[config.mk]
export PLATFORM = sky130hd
export DESIGN_NAME = dmem_port_arbiter
export DESIGN_NICKNAME = d
export VERILOG_FILES = /design/src/rtl/dmem_port_arbiter.sv
export SDC_FILE = /design/constraint.sdc
export NUM_CORES = 1
export LEC_CHECK = 0
export CORE_ASPECT_RATIO = 0.9
export CORE_MARGIN = 3
export CORE_UTILIZATION = 44
export CTS_BUF_LIST = sky130_fd_sc_hd__clkbuf_4 sky130_fd_sc_hd__clkbuf_8 sky130_fd_sc_hd__clkbuf_16
export DETAILED_ROUTE_END_ITERATION = 16
export PLACE_DENSITY = 0.82
export SYNTH_ARGS = -nofsm -noshare
export SYNTH_HDL_FRONTEND = slang
export SYNTH_SLANG_ARGS = --single-unit
[constraint.sdc]
create_clock -name clk -period 2.6 [get_ports clk]
set_input_delay 0.52 -clock clk [delete_from_list [all_inputs] [get_ports clk]]
set_output_delay 0.52 -clock clk [all_outputs]
set_load 0.005 [all_outputs]
[src/rtl/dmem_port_arbiter.sv]
// dmem_port_arbiter
// Shares one data-memory port between instruction fetch (IF) and the memory
// stage (M). A winner is picked in IDLE, its transaction is registered onto
// the memory bus, and the arbiter waits for mem_ready_i or a timeout. A
// one-cycle acknowledge then goes back to the winner. Misaligned requests
// never reach memory and are acknowledged with misalign_err_o.
module dmem_port_arbiter #(
  parameter int unsigned TIMEOUT = 16  // wait-cycle limit, 0 disables abort
) (
  input  logic        clk,
  input  logic        rst_n,
  // fetch port (always a word read)
  input  logic        if_req_i,
  input  logic [31:0] if_addr_i,
  output logic        if_ack_o,
  output logic [31:0] if_rdata_o,
  // M-stage port
  input  logic        m_req_i,
  input  logic [31:0] m_addr_i,
  input  logic [1:0]  m_read_en_i,
  input  logic [1:0]  m_write_en_i,
  input  logic [31:0] m_wdata_i,
  output logic        m_ack_o,
  output logic [31:0] m_rdata_o,
  // memory bus
  output logic        mem_valid_o,
  output logic [31:0] mem_addr_o,
  output logic [1:0]  mem_read_en_o,
  output logic [1:0]  mem_write_en_o,
  output logic [31:0] mem_wdata_o,
  input  logic        mem_ready_i,
  input  logic [31:0] mem_rdata_i,
  // status
  output logic        misalign_err_o,
  output logic        timeout_err_o,
  output logic        busy_o
);

  typedef enum logic [1:0] {
    ST_IDLE,
    ST_BUSY,
    ST_ERR
  } state_e;

  typedef enum logic {
    GR_IF,
    GR_M
  } grant_e;

  // Wait-counter value at which a stalled transaction is aborted.
  localparam logic [31:0] TimeoutLast = (TIMEOUT == 0) ? 32'd0 : 32'(TIMEOUT - 1);

  state_e      state_q;
  grant_e      last_grant_q;
  logic [31:0] wait_cnt_q;
  logic        busy_q;
  logic        if_ack_q,  m_ack_q;
  logic [31:0] if_rdata_q, m_rdata_q;
  logic        misalign_q, timeout_q;
  logic        mem_valid_q;
  logic [31:0] mem_addr_q;
  logic [1:0]  mem_read_en_q, mem_write_en_q;
  logic [31:0] mem_wdata_q;

  logic        if_elig, m_elig;
  logic        pick_m, pick_if;
  logic [31:0] sel_addr, sel_wdata;
  logic [1:0]  sel_rd, sel_wr, sel_size, m_size;
  logic        sel_misal;
  logic [31:0] ack_rdata_d;
  logic        timeout_hit;

  // Arbitration, request selection and alignment check for the IDLE grant.
  always_comb begin
    // NOTE: every signal driven here gets a default first, so no path leaves one unassigned and no latch is inferred.
    sel_addr  = if_addr_i;
    sel_rd    = 2'b11;
    sel_wr    = 2'b00;
    sel_wdata = 32'd0;
    sel_size  = 2'b11;
    sel_misal = 1'b0;

    // A requester acknowledged this cycle is not eligible at this edge.
    if_elig = if_req_i & ~if_ack_q;
    m_elig  = m_req_i & ~m_ack_q;
    // M has priority unless it won last time and fetch is waiting.
    pick_m  = m_elig & ~((last_grant_q == GR_M) & if_elig);
    pick_if = if_elig & ~pick_m;

    m_size = (m_read_en_i != 2'b00) ? m_read_en_i : m_write_en_i;

    if (pick_m) begin
      sel_addr  = m_addr_i;
      sel_rd    = m_read_en_i;
      sel_wr    = m_write_en_i;
      sel_wdata = m_wdata_i;
      sel_size  = m_size;
    end

    case (sel_size)
      2'b10:   sel_misal = sel_addr[0];
      2'b11:   sel_misal = |sel_addr[1:0];
      default: sel_misal = 1'b0;
    endcase
  end

  // Completion data and timeout condition for the transaction in flight.
  always_comb begin
    ack_rdata_d = (mem_read_en_q != 2'b00) ? mem_rdata_i : 32'd0;
    timeout_hit = (TIMEOUT != 0) && (wait_cnt_q == TimeoutLast);
  end

  // Arbiter FSM with all bus, acknowledge and status outputs registered.
  always_ff @(posedge clk or negedge rst_n) begin
    // NOTE: the bus fields are reset asynchronously too, so a reset in mid-transaction takes mem_valid down at once and leaves nothing on the bus.
    if (!rst_n) begin
      state_q        <= ST_IDLE;
      last_grant_q   <= GR_IF;
      wait_cnt_q     <= 32'd0;
      busy_q         <= 1'b0;
      if_ack_q       <= 1'b0;
      m_ack_q        <= 1'b0;
      if_rdata_q     <= 32'd0;
      m_rdata_q      <= 32'd0;
      misalign_q     <= 1'b0;
      timeout_q      <= 1'b0;
      mem_valid_q    <= 1'b0;
      mem_addr_q     <= 32'd0;
      mem_read_en_q  <= 2'b00;
      mem_write_en_q <= 2'b00;
      mem_wdata_q    <= 32'd0;
    end else begin
      // NOTE: sequential state uses non-blocking assignments only, so every read here sees the pre-edge value.
      // Acknowledge, data and error flags are one-cycle pulses by default.
      if_ack_q   <= 1'b0;
      m_ack_q    <= 1'b0;
      if_rdata_q <= 32'd0;
      m_rdata_q  <= 32'd0;
      misalign_q <= 1'b0;
      timeout_q  <= 1'b0;

      case (state_q)
        ST_IDLE: begin
          if (pick_m || pick_if) begin
            last_grant_q <= pick_m ? GR_M : GR_IF;
            busy_q       <= 1'b1;
            if (sel_misal) begin
              state_q <= ST_ERR;
            end else begin
              mem_valid_q    <= 1'b1;
              mem_addr_q     <= sel_addr;
              mem_read_en_q  <= sel_rd;
              mem_write_en_q <= sel_wr;
              mem_wdata_q    <= sel_wdata;
              wait_cnt_q     <= 32'd0;
              state_q        <= ST_BUSY;
            end
          end
        end

        ST_BUSY: begin
          if (mem_ready_i || timeout_hit) begin
            if (last_grant_q == GR_M) begin
              m_ack_q   <= 1'b1;
              m_rdata_q <= mem_ready_i ? ack_rdata_d : 32'd0;
            end else begin
              if_ack_q   <= 1'b1;
              if_rdata_q <= mem_ready_i ? ack_rdata_d : 32'd0;
            end
            timeout_q      <= ~mem_ready_i;
            mem_valid_q    <= 1'b0;
            mem_addr_q     <= 32'd0;
            mem_read_en_q  <= 2'b00;
            mem_write_en_q <= 2'b00;
            mem_wdata_q    <= 32'd0;
            busy_q         <= 1'b0;
            state_q        <= ST_IDLE;
          end else if (wait_cnt_q != 32'hFFFF_FFFF) begin
            wait_cnt_q <= wait_cnt_q + 32'd1;
          end
        end

        ST_ERR: begin
          if (last_grant_q == GR_M) begin
            m_ack_q <= 1'b1;
          end else begin
            if_ack_q <= 1'b1;
          end
          misalign_q <= 1'b1;
          busy_q     <= 1'b0;
          state_q    <= ST_IDLE;
        end

        default: begin
          busy_q  <= 1'b0;
          state_q <= ST_IDLE;
        end
      endcase
    end
  end

  assign if_ack_o       = if_ack_q;
  assign if_rdata_o     = if_rdata_q;
  assign m_ack_o        = m_ack_q;
  assign m_rdata_o      = m_rdata_q;
  assign mem_valid_o    = mem_valid_q;
  assign mem_addr_o     = mem_addr_q;
  assign mem_read_en_o  = mem_read_en_q;
  assign mem_write_en_o = mem_write_en_q;
  assign mem_wdata_o    = mem_wdata_q;
  assign misalign_err_o = misalign_q;
  assign timeout_err_o  = timeout_q;
  assign busy_o         = busy_q;

endmodule

=== Yosys cells after proc, flatten, opt, wreduce, memory -nomap -nowiden ===
Cells that the tools add are included.

* Memories kept: 0
* Bits in read-only memories: 0
* RAM bits: 0
* Input bits: 137
* Output and inout port bits: 138
* Latch bits: 0
* Flip-flop bits (word level): 173
* Word-level logic and storage cells: 101

* Multipliers: 0
* Multiplexer cells: 53
* Bitwise logic cells: 10
* Reduce and logical (&&, ||, !) cells: 11
* $lt $le $gt $ge: 0
* Div/mod/pow operators: 0
* Shift-type cells: 0
* Add/subtract/negate cells: 1
* Eq/ne operators: 11

{| class="wikitable"
|+ Operators with widths
! cell !! number
|-
| $mux 32 || 19
|-
| $pmux 32 s2 || 3
|-
| $add 32x1->32 const B || 1
|-
| $eq 32x4->1 const B || 1
|-
| $ne 32x32->1 const B || 1
|-
| $mux 2 || 11
|-
| $mux 1 || 12
|-
| $pmux 2 s2 || 3
|-
| $ne 2x2->1 const B || 5
|-
| $pmux 1 s2 || 5
|-
| $eq 2x2->1 const B || 3
|-
| $reduce_bool 2->1 || 3
|-
| $and 1x1->1 || 5
|-
| $not 1->1 || 5
|-
| $reduce_and 5->1 || 1
|-
| $reduce_and 2->1 || 2
|-
| $reduce_and 4->1 || 1
|-
| $eq 2x1->1 const B || 1
|-
| $logic_not 2->1 || 1
|-
| $logic_or 1x1->1 || 2
|-
| $reduce_or 2->1 || 1
|}

=== Longest topological paths before layout ===
Gate-level depths: netlist of run 1.

* Word-level depth: 11
* Gate-level depth with buffers: 10
* Mapped depth without buffers: 8

=== Worst setup path after synthesis of run 1 ===
Ideal clock, no wire load.

* Path type: register to register
* Start: reg wait_cnt_q[0]
* End: reg wait_cnt_q[27]
* Stages on the path, launching flop included: 9
* Path slack: 0.199 ns
* Buffers on the path: 1
* Required time: 2.476 ns
* Data arrival time: 2.277 ns
* Cell sequence: dfrtp_1 > ha_1 > nand3_1 > nor4_2 > nand4_4 > nand2_1 > buf_2 > nor3_1 > a211o_1

* Longest elaborated chain between the ends: 4
* Elaborated cells between the ends (all ways): 10

{| class="wikitable"
|+ Ends and longest elaborated chain
! element !! RTL line !! text
|-
| start: declaration || 55 || <nowiki>logic [31:0] wait_cnt_q;</nowiki>
|-
| start signal: assignment || 179 || <nowiki>wait_cnt_q <= wait_cnt_q + 32'd1;</nowiki>
|-
| $add 32x1->32 or $eq 32x4->1 (tied branches) || 179, 110 ||
|-
| $mux 32 or $logic_or 1x1->1 (tied branches) || 178, 162 ||
|-
| $mux 32 or $ne 2x2->1 (tied branches) || - ||
|-
| $pmux 32 s2 or $reduce_and 5->1 (tied branches) || - ||
|}

Several ways; a longest one is shown, not always the timed one. The select of a mux whose other input is x is not followed.
A chain may end at the register's enable or synchronous reset.

=== Worst setup path in the final report of run 1 ===
* Start: reg wait_cnt_q[14]
* End: reg wait_cnt_q[31]

Same word-level chain as after synthesis.

==> reports/results.ini, run 1 <==
[finish]
mostFrequentLayoutCell=clkdlybuf4s50_1
n_antenna_cell=0
drive_gt1_share_pct=9.99
instances_no_fill=1123
nets=1049
syn_to_final_growth_pct=53.9
final_util_pct=70.8
fillers=1074
layout_common_cells=273 x clkdlybuf4s50_1, 173 x dfrtp_1, 73 x and2_1

[global_routing]
grt_usage_pct=26.0
grt_antenna_before_repair=0
grt_pass1_wl_um=36200
grt_pass1_vias=6393
grt_max_degree=72
overflow=0

[die]
die_y_um=128
rows=43
die_area_um2=18100
die_w_um=141
start_util_pct=46.0
core-area_um2=15800
io_pins=275

[worst_setup_path]
start_kind=flip-flop
cpPeakStageDelay_ps=550
crit_chain=or4_1 > or4_4 > o21a_4 > buf_4 > o211ai_4 > inv_1 > a31oi_1
slowest_stage=or4_4
crit_path_end_kind=flip-flop
critical_path_required_ps=2940
cp_max_fo=12
critPathKind=flip-flop to flip-flop
cp.arrival_ps=2870

[timing]
fin_crit_sh_pct=97.0
whs_ps=110
worst_pin_slew_ps=694
setup_ws_ps=77.9
maxSlewHeadroom_pct=53.8
report.final.slew_viol_count=0
fin_worst_skew_ps=11.3
timing.fmax_mhz=397
period_minus_slack_ps=2520
setup_viol=0
hold_violations=0

[yosys]
synth_nets=745
syn_area_per_cell_um2=12.0
ys_seq_area_share_pct=59.7
synth-edff-count=0
synth_cell_types=54
synthArstFlopShare_pct=100
syn-instance-count=604
ys_ff_latch=173
synthesis.area_um2=7250
synth_flop_cell=dfrtp_1
ys_warn_count=0

[route]
firstDrtPassIters=5
drt_iter0_markers=463
drc=0
wire_per_inst_um=20.8
vias_per_cell=5.45
routed_wl_um=23400
num_vias=6118
ant_nets=0

[cts]
ctsHtreeMaxLevel=4
clk_pin_slew_worst_paths_ps=70
cts_sinks=173
clk_latency_ps=430
cts_buffers=17
cts_tree=yes
post_cts_buffers=0
clockBufferDepth=2
cts_hold_repair.buffers=0
root_buffer=clkbuf_16

[placed_design]
place.gp.congestion=0.920
dp_slack_ps=-98.2
numPortBuffers=274
dpl.hpwl_um=17000
place_inst=1090

[hold_path]
min-delay-path-class=input port to async pin

[run]
cap_violations=0

[pwr]
p_leak_nw=4.96
power_mw=9.78
power.density_nw_per_um2=876
ir_drop_v=0.000689

[status]
status=completed

[critical path, delay by kind of cell, from the launching register on]
family	cells	cell delay, ps
buffers and inverters	2	300
AND/OR/NAND/NOR	2	1090
flip-flops	1	370
AO/OA/AOI/OAI	3	680
[state kept, by name (all words and copies together) (netlist names), 2 cells and up]
name            flops
if_rdata_o         32
mem_write_en_o      2
state_q             2
mem_addr_o         32
mem_read_en_o       2
m_rdata_o          32
mem_wdata_o        32
wait_cnt_q         32
[path summary, 6_finish.rpt]
kind | from | to | slack (ps) | depth (start not counted)
min in group clk | mem_addr_o[12] | mem_addr_o[12] | 490 | 1
max in group asynchronous | rst_n | m_rdata_o[19] | 1740 | 2
hold reg to reg | mem_addr_o[12] | mem_addr_o[12] | 490 | 1
setup / recovery | wait_cnt_q[14] | wait_cnt_q[31] | 80 | 7
hold / removal | rst_n | mem_wdata_o[7] | 110 | 1
setup reg to reg | wait_cnt_q[14] | wait_cnt_q[31] | 80 | 7
[report_power, final]
part / internal [mW] / switching, mW
combinational: 1.91 / 1.64
sequential: 3.21 / 0.323
clock: 1.51 / 1.19
total: 6.63 / 3.15
[logic make-up (layout without fill, tap and decap cells)]
kind of cell             after synthesis  in the layout  synth area share, %
buffers and inverters                 42            358                 2.67
multiplexers                          32             32                 4.42
AND/OR/NAND/NOR                      192            192                 15.6
flip-flops                           173            173                 59.7
AO/OA/AOI/OAI                        161            162                 16.9
adder cells (fa/ha/maj)                4              4                0.690
[synth_stat cells (7+ instances only)]
| master | number | share of area, % |
|---|---|---|
| and3_1 | 7 | 0.60 |
| nand2_1 | 17 | 0.88 |
| buf_2 | 8 | 0.55 |
| nor2_1 | 22 | 1.1 |
| mux2i_1 | 32 | 4.4 |
| o21ai_0 | 35 | 2.4 |
| a22o_1 | 36 | 4.3 |
| nand4_1 | 18 | 1.6 |
| inv_1 | 9 | 0.47 |
| dfrtp_1 | 173 | 60 |
| clkbuf_1 | 19 | 0.98 |
| a21oi_1 | 10 | 0.69 |
| o2bb2ai_1 | 34 | 4.1 |
| and2_1 | 73 | 6.3 |
| o31ai_1 | 18 | 1.9 |
| nand3_1 | 17 | 1.2 |
[routing by layer]
| metal | vias up | part of all wire, % | global-route usage (%) |
|---|---|---|---|
| li1 | 2832 | - | - |
| met1 | 3018 | 36 | 29.4 |
| met2 | 233 | 52 | 44.0 |
| met3 | 35 | 10 | 12.8 |
| met4 | 0 | 2.2 | 7.12 |
| met5 | - | 0 | 0 |
[cell type report]
cell class	instances	area, um2	area share (%)
clock buffers	18	439	3.93
clock inverters	14	193	1.73
inverters	9	33.8	0.303
multi-input cells	390	2770	24.8
flip-flops and latches	173	4330	38.8
well taps	202	253	2.26
repair buffers	317	3140	28.2
[stage by stage]
step / cell area, um2 / setup TNS (ps)
global placement: 10500 / -49.4
finish: 11200 / 0
global route: 11200 / -1.98
CTS: 11100 / 0
detailed placement: 10500 / -1930
floorplan: 7250 / 0
[repair_timing]
action | CTS | global route
pin swaps | 1 | 1
setup endpoints to repair | 13 | 5
resized for setup | 1 | 2
cloned | 1 | 0
(Power assumes the default switching activity.)
==> run 2: changes to the inputs <==
- CORE_UTILIZATION: 44 -> 25
- CTS_CLUSTER_DIAMETER: unset -> 30
- PLACE_DENSITY: 0.82 -> 0.52
- clock period: 2.6 -> 3.2 ns (I/O delays scaled with it)
==> run 2 against run 1 <==
- register-to-register slack better by 170 ps
- first-iteration DRC count decreased by 31%
- fmax is 15% lower
- critical endpoint is now wait_cnt_q[20]
- setup slack gained 170 ps
- utilization decreased by 31 points
- via count shrank 2.6%
- clock skew grew 4.1 ps
- total power down 20%
- count of clock-buffer cells in the layout is 1 lower
- worst hold slack improved by 84 ps
- combinational power is 23% lower
==> reports/results.ini, run 2 (synthesis results as in run 1) <==
[route]
firstDrtPassIters=5
routed_wl_um=23800
drc=0
ant_nets=0
num_vias=5956
wire_per_inst_um=19.0
vias_per_cell=4.73
drt_iter0_markers=321

[worst_setup_path]
cpPeakStageDelay_ps=630
slowest_stage=o211ai_4
crit_start=wait_cnt_q[7]
cp_max_fo=26
start_kind=flip-flop
critical_path_required_ps=3510
r2r_cells=6
crit_path_end_kind=flip-flop
crit_chain=or4_1 > or4_4 > o21a_4 > o211ai_4 > o21ai_0 > o41ai_1
critPathKind=flip-flop to flip-flop
reg2reg_from=wait_cnt_q[7]
r2r_setup_slack_ps=250
cp.arrival_ps=3260
reg2reg_to=wait_cnt_q[20]

[timing]
hold_violations=0
setup_viol=0
timing.fmax_mhz=339
whs_ps=194
maxSlewHeadroom_pct=49.1
period_minus_slack_ps=2950
fin_crit_sh_pct=92.3
rsz0062_at_grt=false
worst_pin_slew_ps=759
fin_worst_skew_ps=15.4
report.final.slew_viol_count=0
setup_ws_ps=247
setup-tns-final_ps=0

[pwr]
power.density_nw_per_um2=700
power_mw=7.79
p_leak_nw=4.83
ir_drop_v=0.000324

[die]
die_w_um=186
start_util_pct=25.7
core-area_um2=28200
die_y_um=168
rows=58
die_area_um2=31100
io_pins=275

[global_routing]
grt_usage_pct=15.6
grt_pass1_vias=6184
grt_pass1_wl_um=37500
grt_antenna_before_repair=2
overflow=0
grt_max_degree=67

[cts]
clockBufferDepth=2
ctsHtreeMaxLevel=4
clk_latency_ps=440
cts_buffers=17
clk_pin_slew_worst_paths_ps=80
cts_hold_repair.buffers=0
cts.repair.resized=0
cts_tree=yes
cts_sinks=173
root_buffer=clkbuf_16
post_cts_buffers=0

[status]
status=completed

[placed_design]
dpl.hpwl_um=17000
dp_slack_ps=182
numPortBuffers=274
place_inst=1225
place.gp.congestion=0.777

[finish]
fillers=2706
mostFrequentLayoutCell=clkdlybuf4s50_1
nets=1025
drive_gt1_share_pct=7.69
instances_no_fill=1258
layout_common_cells=273 x clkdlybuf4s50_1, 173 x dfrtp_1, 73 x and2_1
syn_to_final_growth_pct=53.5

[run]
cap_violations=0

[hold_path]
min-delay-path-class=input port to async pin

-- run 2: cell types whose count changed in the layout (fill, tap and decap cells not counted), moves of 2 or more --
cell,previous run,this run
buf_4,37,17
clkinv_8,2,6
buf_12,6,3
inv_8,5,3
nor2_1,22,20
nor2_2,1,3
o211ai_4,3,1
-- run 2: how the worst max path moves through the flow --
stage / slack, ps / endpoint / cells past startpoint
2_1_floorplan: 740 / mem_wdata_o[12] / 8
3_3_place_gp: 220 / mem_wdata_o[30] / 9
3_5_place_dp: 180 / mem_addr_o[23] / 9
4_1_cts: 260 / wait_cnt_q[12] / 6
5_1_grt: 100 / wait_cnt_q[15] / 6
6_report: 250 / wait_cnt_q[20] / 6
-- run 2: power by group --
part | switching, mW | internal [mW]
Combinational | 1.29 | 1.44
Clock | 1.07 | 1.15
Sequential | 0.243 | 2.61
-- run 2: metal layers --
metal,share of wire (%),global-route usage [%]
met4,0.97,3.37
met1,42,19.9
met5,0.075,0
met3,10,7.43
met2,47,24.3
-- run 2: area by class of cell --
type / instances / area (um2) / area share [%]
Sequential cell: 173 / 4330 / 38.9
Multi-Input combinational cell: 389 / 2740 / 24.7
Clock buffer: 17 / 425 / 3.82
Timing Repair Buffer: 294 / 2930 / 26.3
Clock inverter: 15 / 213 / 1.91
Antenna cell: 1 / 2.50 / 0.0225
Inverter: 9 / 33.8 / 0.304
Tap cell: 360 / 450 / 4.05
-- run 2: worst max-delay path: cells and delay by family (launching register included) --
kind | cells | cell delay (ps)
AOI/OAI and AO/OA | 4 | 1240
DFF | 1 | 460
and+or+nand+nor | 2 | 1130
-- run 2: per-stage QoR --
stage                     util [%]  area [um2]
after global placement        37.2       10500
after detailed placement      37.2       10500
after global routing          39.4       11100
after CTS                     39.4       11100
after floorplan                  -        7250
final                         39.4       11100
